File: config.mk
export PLATFORM = sky130hd
export DESIGN_NAME = bin_to_bcd_seq_flat
export DESIGN_NICKNAME = d
export VERILOG_FILES = /design/src/rtl/bin_to_bcd_seq_if.sv /design/src/rtl/bin_to_bcd_seq.sv /design/src/flat_wrapper.sv
export SDC_FILE = /design/constraint.sdc
export NUM_CORES = 1
export LEC_CHECK = 0
export CORE_MARGIN = 4
export CORE_UTILIZATION = 40
export CTS_CLUSTER_SIZE = 25
export DETAILED_ROUTE_END_ITERATION = 8
export SLEW_MARGIN = 10
export SYNTH_ARGS = -nofsm -noshare
export SYNTH_HDL_FRONTEND = slang
export SYNTH_SLANG_ARGS = --single-unit
export TNS_END_PERCENT = 20
File: constraint.sdc
create_clock -name clk -period 2.1 [get_ports clk]
set_input_delay 0.63 -clock clk [delete_from_list [all_inputs] [get_ports clk]]
set_output_delay 0.63 -clock clk [all_outputs]
set_load 0.01 [all_outputs]
File: src/rtl/bin_to_bcd_seq_if.sv
// Handshake/result bundle between the display register and the BCD converter.
// master: drives in/start, reads bcd/ndigits/busy/done. slave: the converter.
interface bin_to_bcd_seq_if #(
    parameter int N      = 10,
    parameter int DIGITS = 4
);
    localparam int NDW = $clog2(DIGITS + 1);

    logic [N-1:0]          in;
    logic                  start;
    logic [4*DIGITS-1:0]   bcd;
    logic [NDW-1:0]        ndigits;
    logic                  busy;
    logic                  done;

    modport master (
        output in,
        output start,
        input  bcd,
        input  ndigits,
        input  busy,
        input  done
    );

    modport slave (
        input  in,
        input  start,
        output bcd,
        output ndigits,
        output busy,
        output done
    );
endinterface

File: src/rtl/bin_to_bcd_seq.sv
// Sequential double-dabble binary-to-BCD converter, one bit per clock.
// Ports: clk, reset (async, active-high), bus (slave: in/start -> bcd/ndigits/busy/done).
module bin_to_bcd_seq #(
    parameter int N      = 10,
    parameter int DIGITS = 4
) (
    input  logic             clk,
    input  logic             reset,
    bin_to_bcd_seq_if.slave  bus
);
    localparam int W   = 4 * DIGITS;
    localparam int CW  = $clog2(N + 1);
    localparam int NDW = $clog2(DIGITS + 1);

    function automatic longint pow10(input int d);
        longint p;
        p = 1;
        for (int i = 0; i < d; i++) p = p * 10;
        return p;
    endfunction

    localparam longint MAXV = (longint'(1) << N) - 1;
    localparam longint CAP  = pow10(DIGITS);

    // DIGITS must cover the full input range, otherwise digits overflow.
    if (!(CAP > MAXV)) begin : g_bad_params
        $error("bin_to_bcd_seq: DIGITS too small for N");
    end

    typedef enum logic {IDLE, SHIFT} state_t;

    state_t          state;
    logic [N-1:0]    sr;
    logic [W-1:0]    acc;
    logic [CW-1:0]   cnt;
    logic [W-1:0]    bcd_q;
    logic [NDW-1:0]  nd_q;
    logic            busy_q;
    logic            done_q;

    logic [W-1:0]    adj;
    logic [W-1:0]    acc_next;
    logic [NDW-1:0]  nd_next;

    // Add-3 per digit, no carry between digits.
    always_comb begin
        adj = acc;
        for (int k = 0; k < DIGITS; k++) begin
            if (acc[4*k +: 4] >= 4'd5)
                adj[4*k +: 4] = acc[4*k +: 4] + 4'd3;
        end
        acc_next = {adj[W-2:0], sr[N-1]};
    end

    // Count of significant digits; all-zero still shows one digit.
    always_comb begin
        nd_next = NDW'(1);
        for (int k = 0; k < DIGITS; k++) begin
            if (acc_next[4*k +: 4] != 4'd0)
                nd_next = NDW'(k + 1);
        end
    end

    always_ff @(posedge clk or posedge reset) begin
        if (reset) begin
            state  <= IDLE;
            sr     <= '0;
            acc    <= '0;
            cnt    <= '0;
            bcd_q  <= '0;
            nd_q   <= NDW'(1);
            busy_q <= 1'b0;
            done_q <= 1'b0;
        end else begin
            done_q <= 1'b0;
            unique case (state)
                IDLE: begin
                    if (bus.start) begin
                        sr     <= bus.in;
                        acc    <= '0;
                        cnt    <= '0;
                        busy_q <= 1'b1;
                        state  <= SHIFT;
                    end
                end
                SHIFT: begin
                    acc <= acc_next;
                    sr  <= {sr[N-2:0], 1'b0};
                    cnt <= cnt + CW'(1);
                    if (cnt == CW'(N - 1)) begin
                        bcd_q  <= acc_next;
                        nd_q   <= nd_next;
                        done_q <= 1'b1;
                        busy_q <= 1'b0;
                        state  <= IDLE;
                    end
                end
                default: state <= IDLE;
            endcase
        end
    end

    assign bus.bcd     = bcd_q;
    assign bus.ndigits = nd_q;
    assign bus.busy    = busy_q;
    assign bus.done    = done_q;
endmodule

File: src/flat_wrapper.sv
// flat-port wrapper written by rule: the top's interface ports become plain ports
module bin_to_bcd_seq_flat 
#(
    parameter int N      = 10,
    parameter int DIGITS = 4
)
  (clk, reset, bus_in, bus_start, bus_bcd, bus_ndigits, bus_busy, bus_done);
  bin_to_bcd_seq_if #(.N(N), .DIGITS(DIGITS)) bus_i ();
  input  logic clk;
  input  logic reset;
  input wire logic [$bits(bus_i.in)-1:0] bus_in;
  input wire logic [$bits(bus_i.start)-1:0] bus_start;
  output wire logic [$bits(bus_i.bcd)-1:0] bus_bcd;
  output wire logic [$bits(bus_i.ndigits)-1:0] bus_ndigits;
  output wire logic [$bits(bus_i.busy)-1:0] bus_busy;
  output wire logic [$bits(bus_i.done)-1:0] bus_done;
  assign bus_i.in = bus_in;
  assign bus_i.start = bus_start;
  assign bus_bcd = bus_i.bcd;
  assign bus_ndigits = bus_i.ndigits;
  assign bus_busy = bus_i.busy;
  assign bus_done = bus_i.done;
  bin_to_bcd_seq #(.N(N), .DIGITS(DIGITS)) u_core (.clk(clk), .reset(reset), .bus(bus_i));
endmodule
### Word level (Yosys, flattened, before mapping)

Cells that the tools add are included.

| operators by class | value |
|---|---|
| add/sub/neg operators | 5 |
| $lt $le $gt $ge | 4 |
| eq/ne operators | 3 |
| multiplexer cells | 21 |
| bitwise gates (word level) | 1 |
| reductions and logical operators | 5 |

Operators with widths:

| cell | count |
|---|---|
| 16-bit one-hot mux with 2 select lines | 1 |
| 10-bit one-hot mux with 2 select lines | 1 |
| 4-bit by 3-bit greater-or-equal comparator with 1-bit output, second input constant | 4 |
| 16-bit 2-to-1 mux | 1 |
| 4-bit 2-to-1 mux | 4 |
| 4-bit by 2-bit adder with 4-bit output, second input constant | 3 |
| 4-bit nonzero test | 3 |
| 10-bit 2-to-1 mux | 1 |
| 4-bit one-hot mux with 2 select lines | 1 |
| 1-bit 2-to-1 mux | 6 |
| 3-bit 2-to-1 mux | 2 |
| 4-bit by 1-bit adder with 4-bit output, second input constant | 1 |
| 4-bit equality test, second input constant | 1 |
| 2-bit 2-to-1 mux | 2 |
| 2-bit != test, second input constant | 2 |
| 1-bit one-hot mux with 2 select lines | 2 |
| 2-bit AND reduction | 2 |
| 3-bit by 2-bit adder with 3-bit output, second input constant | 1 |
| 1-bit NOT | 1 |

| word-level totals | value |
|---|---|
| register bits | 52 |
| bits of input ports | 13 |
| output and inout port bits | 21 |
| word-level logic and storage cells | 47 |

### Longest topological paths before layout

Gate-level depths: netlist of the first run.

| logic depth | value |
|---|---|
| depth after elaboration | 6 |
| depth in mapped cells | 7 |
| mapped depth without buffers | 7 |

### Worst setup path after synthesis of the first run

No wires, ideal clock.

| timing | value |
|---|---|
| path type | register to register |
| start | register u_core.acc[12] |
| end | register u_core.nd_q[1] (netlist: u_core.bus.ndigits[1]) |
| library setup time | 0.082 ns |
| data arrival time | 1.712 ns |
| required time | 2.018 ns |
| slack | 0.306 ns |
| stages on the path, launching flop included | 7 |
| path buffers | 0 |
| period minus slack after synthesis | 1.794 ns |
| cells stage by stage | dfrtp_1 ha_1 nand2b_1 a21oi_2 mux2i_1 or4_4 a22oi_2 |

| between the ends | value |
|---|---|
| longest elaborated chain between the ends | 4 |
| elaborated cells between the ends (all ways) | 5 |
| those cells by class | add/sub (1); order compare (1); mux (2); reduce/logical (1) |

Ends and longest elaborated chain:

| item | line | RTL |
|---|---|---|
| from (decl) | bin_to_bcd_seq.sv:34 | `logic [W-1:0] acc;` |
| from (signal assigned) | bin_to_bcd_seq.sv:87 | `acc <= acc_next;` |
| 4-bit by 3-bit greater-or-equal comparator with 1-bit output / 3-bit by 2-bit adder with 3-bit output (equally long branches) | bin_to_bcd_seq.sv:49, bin_to_bcd_seq.sv:50 |  |
| 3-bit 2-to-1 mux (*) | bin_to_bcd_seq.sv:49 | `if (acc[4*k +: 4] >= 4'd5)` |
| 4-bit nonzero test (*) | bin_to_bcd_seq.sv:59 | `if (acc_next[4*k +: 4] != 4'd0)` |
| 3-bit 2-to-1 mux (*) | bin_to_bcd_seq.sv:59 |  |
| to (signal assigned) | bin_to_bcd_seq.sv:92 | `nd_q <= nd_next;` |
| to (decl) | bin_to_bcd_seq.sv:37 | `logic [NDW-1:0] nd_q;` |

Every way passes the cells marked *; elsewhere a longest branch is shown, timed or not.
A chain may end at the register's enable or synchronous reset.

### Final worst setup path of the first run

| timing | value |
|---|---|
| start | register u_core.nd_q[0] (netlist: u_core.bus.ndigits[0]) |
| end | output bus_ndigits[0] |

RTL lines:

| item | line | RTL |
|---|---|---|
| to (decl) | flat_wrapper.sv:14 | `output wire logic [$bits(bus_i.ndigits)-1:0] bus_ndigits;` |

No word-level cell between the ends.

==> impl_metrics.toml, run 1 <==
[setup_path]
critPathLaunchType = "flop"
arrival_ps = 1370
crit_buf_inv = 1
critical_path.top_delay_family = "flip-flops"
cp_max_fo = 2
required_ps = 1470
crit_slowest_cell = "dfstp_2"
cp-end-kind = "output port"
path_cells = "clkdlybuf4s50_1"
crit_path_max_incr_delay_ps = 540
critical_path_class = "flop to output port"
startpoint = "u_core.bus.ndigits[0]"
r2r-start = "u_core.acc[12]"

[pwr]
p_leak_uw = 0.00140
peakVddDrop_v = 0.000597
p_per_area_nw_per_um2 = 1490

[synth]
syn_nets = 282
synthCells = 259
synth-seq-area-share_pct = 52.3
syn-cell-area_um2 = 2490
yosys.cell_types.count = 31
syn_avg_cell_area_um2 = 9.62
ys_ff_latch = 52
ys_warn_count = 0

[place]
portBuffers = 33
placed_cell_area_um2 = 2960
placed_cells = 363
dp_hpwl_um = 3540
gp_congestion = 0.827

[global_route]
overflow = 0
grt_pass1_vias = 1931
grt_usage_pct = 14.5
antenna_found_initial = 0
grt_pass1_wl_um = 8810
grt_start_max_net_pins = 30

[route]
wl_met2_um = 2370
routed_wl_um = 4970
drcViolationCount = 0
drtIter0Drc = 57
m1WireLength_um = 2390
route.met3.wl_um = 189
num_vias = 1861
highest_layer = "met4"
dr.pass1.iters = 4
wl_per_cell_um = 13.4
vias_per_cell = 5.02
antenna_left = 0

[timing]
min_period_over_period_pct = 95.3
setup_viol = 0
tns_ps = 0
final-hold-violation-count = 0
drv_slew = 0
fmax_mhz = 499
tightest_slew_ps = 727
rsz0062_at_grt = "no"
period_needed_ps = 2000
skew_ps = 3.68
slew_headroom_pct = 51.5

[final_layout]
synthToLayoutAreaGrowth_pct = 22.2
register_area_um2 = 1300
final_common_cell = "nand2_1"
fin_area_um2 = 3050
nets = 318
final_cell_mix = "nand2_1, dfrtp_1, clkdlybuf4s50_1"
diodes = 0
multiInputGateArea_um2 = 1100
drive_above_1_share_pct = 7.09
fillers = 555
final_cells = 371

[min_path]
hp-class = "flop to flop"
hold_path.startpoint = "u_core.sr[3]"

[clock_network]
clk_path_buf_depth = 2
cts_buffers = 5
clock_latency_ps = 300
cts_sinks = 52
cts_root_buffer = "clkbuf_8"
clkTransAtPathRegs_ps = 90
cts_tree = "built"
cts_hold_buf = 0
post_cts_resized = 0
htree_levels = 2
post_cts_buffers = 0

[status]
status = "finished, final reports clean"

[floorplan]
die_w_um = 86.9
die_height_um = 86.9
dieArea_um2 = 7560
core.rowCount = 28
boundaryPins = 34
core_area_um2 = 5990
start_util_pct = 41.6

[run]
drv_cap = 0
## synth_stat cells (all sizes together)
cell	number	area, µm²
nand2	67	251
dfrtp	51	1280
o21ai	28	140
inv	13	48.8
mux2i	13	130
a21oi	10	53.8
clkbuf	10	37.5
ha	10	125
o22ai	8	50.1
nor3b	6	45.0
o31ai	6	45.0
nand2b	5	31.3
xnor2	5	43.8
nor2	4	15.0
nand3	3	15.0
nor3	3	15.0
and3	2	12.5
buf	2	7.51
o21a	2	15.0
a21o	1	7.51
a22oi	1	12.5
a2bb2oi	1	8.76
a31oi	1	6.26
dfstp	1	26.3
mux2	1	11.3
nand4	1	6.26
nand4b	1	23.8
o2111a	1	11.3
o2111ai	1	8.76
or4	1	11.3
## layout make-up
cell class,instances,share of cell area [%]
Sequential cell,52,42.8
Multi-Input combinational cell,182,36.0
Timing Repair Buffer,41,13.6
Tap cell,75,3.08
Clock buffer,8,2.96
Inverter,13,1.60
## registers in the layout, indices dropped and copies added (netlist names)
name / flops
u_core.acc: 16
u_core.bus.ndigits: 3
u_core.bus.done: 1
u_core.sr: 10
u_core.bus.busy: 1
u_core.cnt: 4
u_core.bus.bcd: 16
u_core.state: 1
## tightest hold or removal path: cells and delay by family, from the launching register on
kind / cells / cell delay [ps]
compound gates: 1 / 60
flops: 1 / 350
simple gates: 1 / 40
## logic make-up after synthesis
group | Yosys count | synth area share (%)
multiplexers | 14 | 5.67
flip-flops | 52 | 52.3
XOR/XNOR | 5 | 1.76
AO/OA/AOI/OAI | 60 | 14.4
adder cells (fa/ha/maj) | 10 | 5.02
buffers and inverters | 25 | 3.77
AND/OR/NAND/NOR | 93 | 17.1
## metal layers
layer | track usage, % | vias to the layer above
met2 | 25.0 | 26
met1 | 18.7 | 884
met5 | 0 | -
met4 | 3.40 | 0
met3 | 3.12 | 2
li1 | - | 949
## worst paths after layout
path                                              end  slack (ps)  cells after the start
worst max-delay path                   bus_ndigits[0]         100                      1
worst min-delay path                     u_core.sr[4]         490                      2
worst max register to register  u_core.bus.ndigits[1]         190                      7
worst min register to register           u_core.sr[4]         490                      2
max in group asynchronous           u_core.bus.bcd[6]         900                      3
min in group asynchronous          u_core.bus.bcd[13]         620                      2
## through the flow
stage / util, % / hold slack (ps) / power (µW) / setup slack (ps)
after floorplan: - / 449 / 3220 / 214
after CTS: 50.9 / 492 / 4610 / 82.2
after global placement: 49.4 / 461 / 3960 / 256
final: 50.9 / 485 / 4550 / 97.9
after global routing: 50.9 / 513 / 5000 / 27.9
after detailed placement: 49.4 / 469 / 4020 / 191
## power breakdown
part,internal (µW),leakage [µW],switching (µW)
sequential,1450,0.000657,354
combinational,1050,0.000698,1120
clock,270,0.0000455,321
No activity file was read; power rests on OpenSTA's default activity.
==> run 2: changes to the inputs <==
ABC_CLOCK_PERIOD_IN_PS = 2100   (was unset)
==> results of run 2 <==
Final layout, timing and power as in run 1 (identical DEF).
==> run 3: changes to the inputs <==
PLACE_DENSITY = 0.72   (was unset)
==> impl_metrics.toml, run 3 (same netlist as run 1, synthesis figures left out) <==
[global_route]
grt_pass1_vias = 1969
grt_usage_pct = 14.6
grt_start_max_net_pins = 53
overflow = 0
antenna_found_initial = 0
grt_pass1_wl_um = 8840

[setup_path]
path_cells = "clkdlybuf4s50_1"
crit_buf_inv = 1
critical_path_class = "flop to output port"
startpoint = "u_core.bus.ndigits[0]"
critPathLaunchType = "flop"
worstSetupPathDepth = 1
r2r_end = "u_core.bus.ndigits[0]"
r2r-start = "u_core.acc[12]"
critical_path.top_delay_family = "flip-flops"
arrival_ps = 1380
required_ps = 1470
crit_slowest_cell = "dfstp_2"
crit_path_max_incr_delay_ps = 550
cp_max_fo = 2
critical_path.endpoint = "bus_ndigits[0]"
cp-end-kind = "output port"
ff2ff_path_depth = 6
r2r_slack_ps = 180

[timing]
fmax_mhz = 497
period_needed_ps = 2010
skew_ps = 5.96
setup_viol = 0
drv_slew = 0
tns_ps = 0
final-hold-violation-count = 0
min_period_over_period_pct = 95.8
rsz0062_at_grt = "no"
slew_headroom_pct = 51.0
tightest_slew_ps = 734

[min_path]
holdPathStages = 2
hp-class = "flop to flop"
hold_path.startpoint = "u_core.bus.bcd[12]"

[route]
route.met3.wl_um = 270
highest_layer = "met4"
routed_wl_um = 5030
vias_per_cell = 5.20
antenna_left = 0
num_vias = 1912
drcViolationCount = 0
dr.pass1.iters = 4
drtIter0Drc = 89
m1WireLength_um = 2220
wl_met2_um = 2500
wl_per_cell_um = 13.7

[place]
dp_hpwl_um = 3470
gp_congestion = 0.860
portBuffers = 33

[clock_network]
cts_buffers = 5
cts_sinks = 52
htree_levels = 2
cts_tree = "built"
clock_latency_ps = 300
clk_path_buf_depth = 2
clkTransAtPathRegs_ps = 90
cts_root_buffer = "clkbuf_8"

[floorplan]
boundaryPins = 34
die_w_um = 86.9
core_area_um2 = 5990
core.rowCount = 28
start_util_pct = 41.6
die_height_um = 86.9
dieArea_um2 = 7560

[final_layout]
diodes = 0
synthToLayoutAreaGrowth_pct = 22.0
drive_above_1_share_pct = 7.17
nets = 316
final_common_cell = "nand2_1"
final_util_pct = 50.8
final_cell_mix = "nand2_1, dfrtp_1, clkdlybuf4s50_1"

[pwr]
p_per_area_nw_per_um2 = 1510
p_leak_uw = 0.00140
p_int_uw = 2780
clockPowerShare_pct = 13.2
power.share.switching_pct = 39.3
pwr-share-seq_pct = 39.5
peakVddDrop_v = 0.000692
p_sw_uw = 1800
comb_power_share_pct = 47.3

[run]
drv_cap = 0

[status]
status = "finished, final reports clean"
[run 3: worst min-delay path by stage]
stage                    endpoint  slack (ps)
2_1_floorplan        u_core.sr[1]         450
3_3_place_gp   u_core.bus.bcd[13]         460
3_5_place_dp    u_core.bus.bcd[2]         460
4_1_cts         u_core.bus.bcd[2]         480
5_1_grt        u_core.bus.bcd[11]         520
6_report       u_core.bus.bcd[12]         480
[run 3: final cells by class]
| class | count | area (µm²) |
|---|---|---|
| fillers | 542 | 2950 |
| flip-flops and latches | 52 | 1300 |
| multi-input cells | 182 | 1100 |
| repair buffers | 39 | 400 |
| clock buffers | 7 | 96.3 |
| well taps | 75 | 93.8 |
| inverters | 13 | 48.8 |
[run 3: timing repair]
item,CTS,global route
buffers inserted,0,0
hold buffers,0,0
endpoints found under the setup margin,0,1
gates resized for setup,0,1
[run 3: per-stage QoR]
stage / instance area [µm²] / hold slack [ps] / std cells / power, µW / setup WS, ps
6_report: 3040 / 478 / 368 / 4590 / 87.8
5_1_grt: 3040 / 517 / 368 / 5020 / 45.6
4_1_cts: 3040 / 483 / 368 / 4630 / 70.3
3_5_place_dp: 2940 / 461 / 361 / 4020 / 139
3_3_place_gp: 2940 / 458 / 361 / 3910 / 225
2_1_floorplan: 2490 / 449 / 259 / 3220 / 214
[run 3: routing by layer]
metal	GRT usage [%]	vias up
li1	-	942
met1	17.7	918
met2	25.4	43
met3	4.35	9
met4	3.40	0
met5	0	-
[run 3: power groups by stage]
stage	Combinational [µW]	Sequential [µW]	Clock, µW
4_1_cts	2200	1810	627
3_5_place_dp	2190	1830	0
6_report	2170	1810	607
3_3_place_gp	2100	1820	0
5_1_grt	2480	1880	660
2_1_floorplan	1410	1820	0
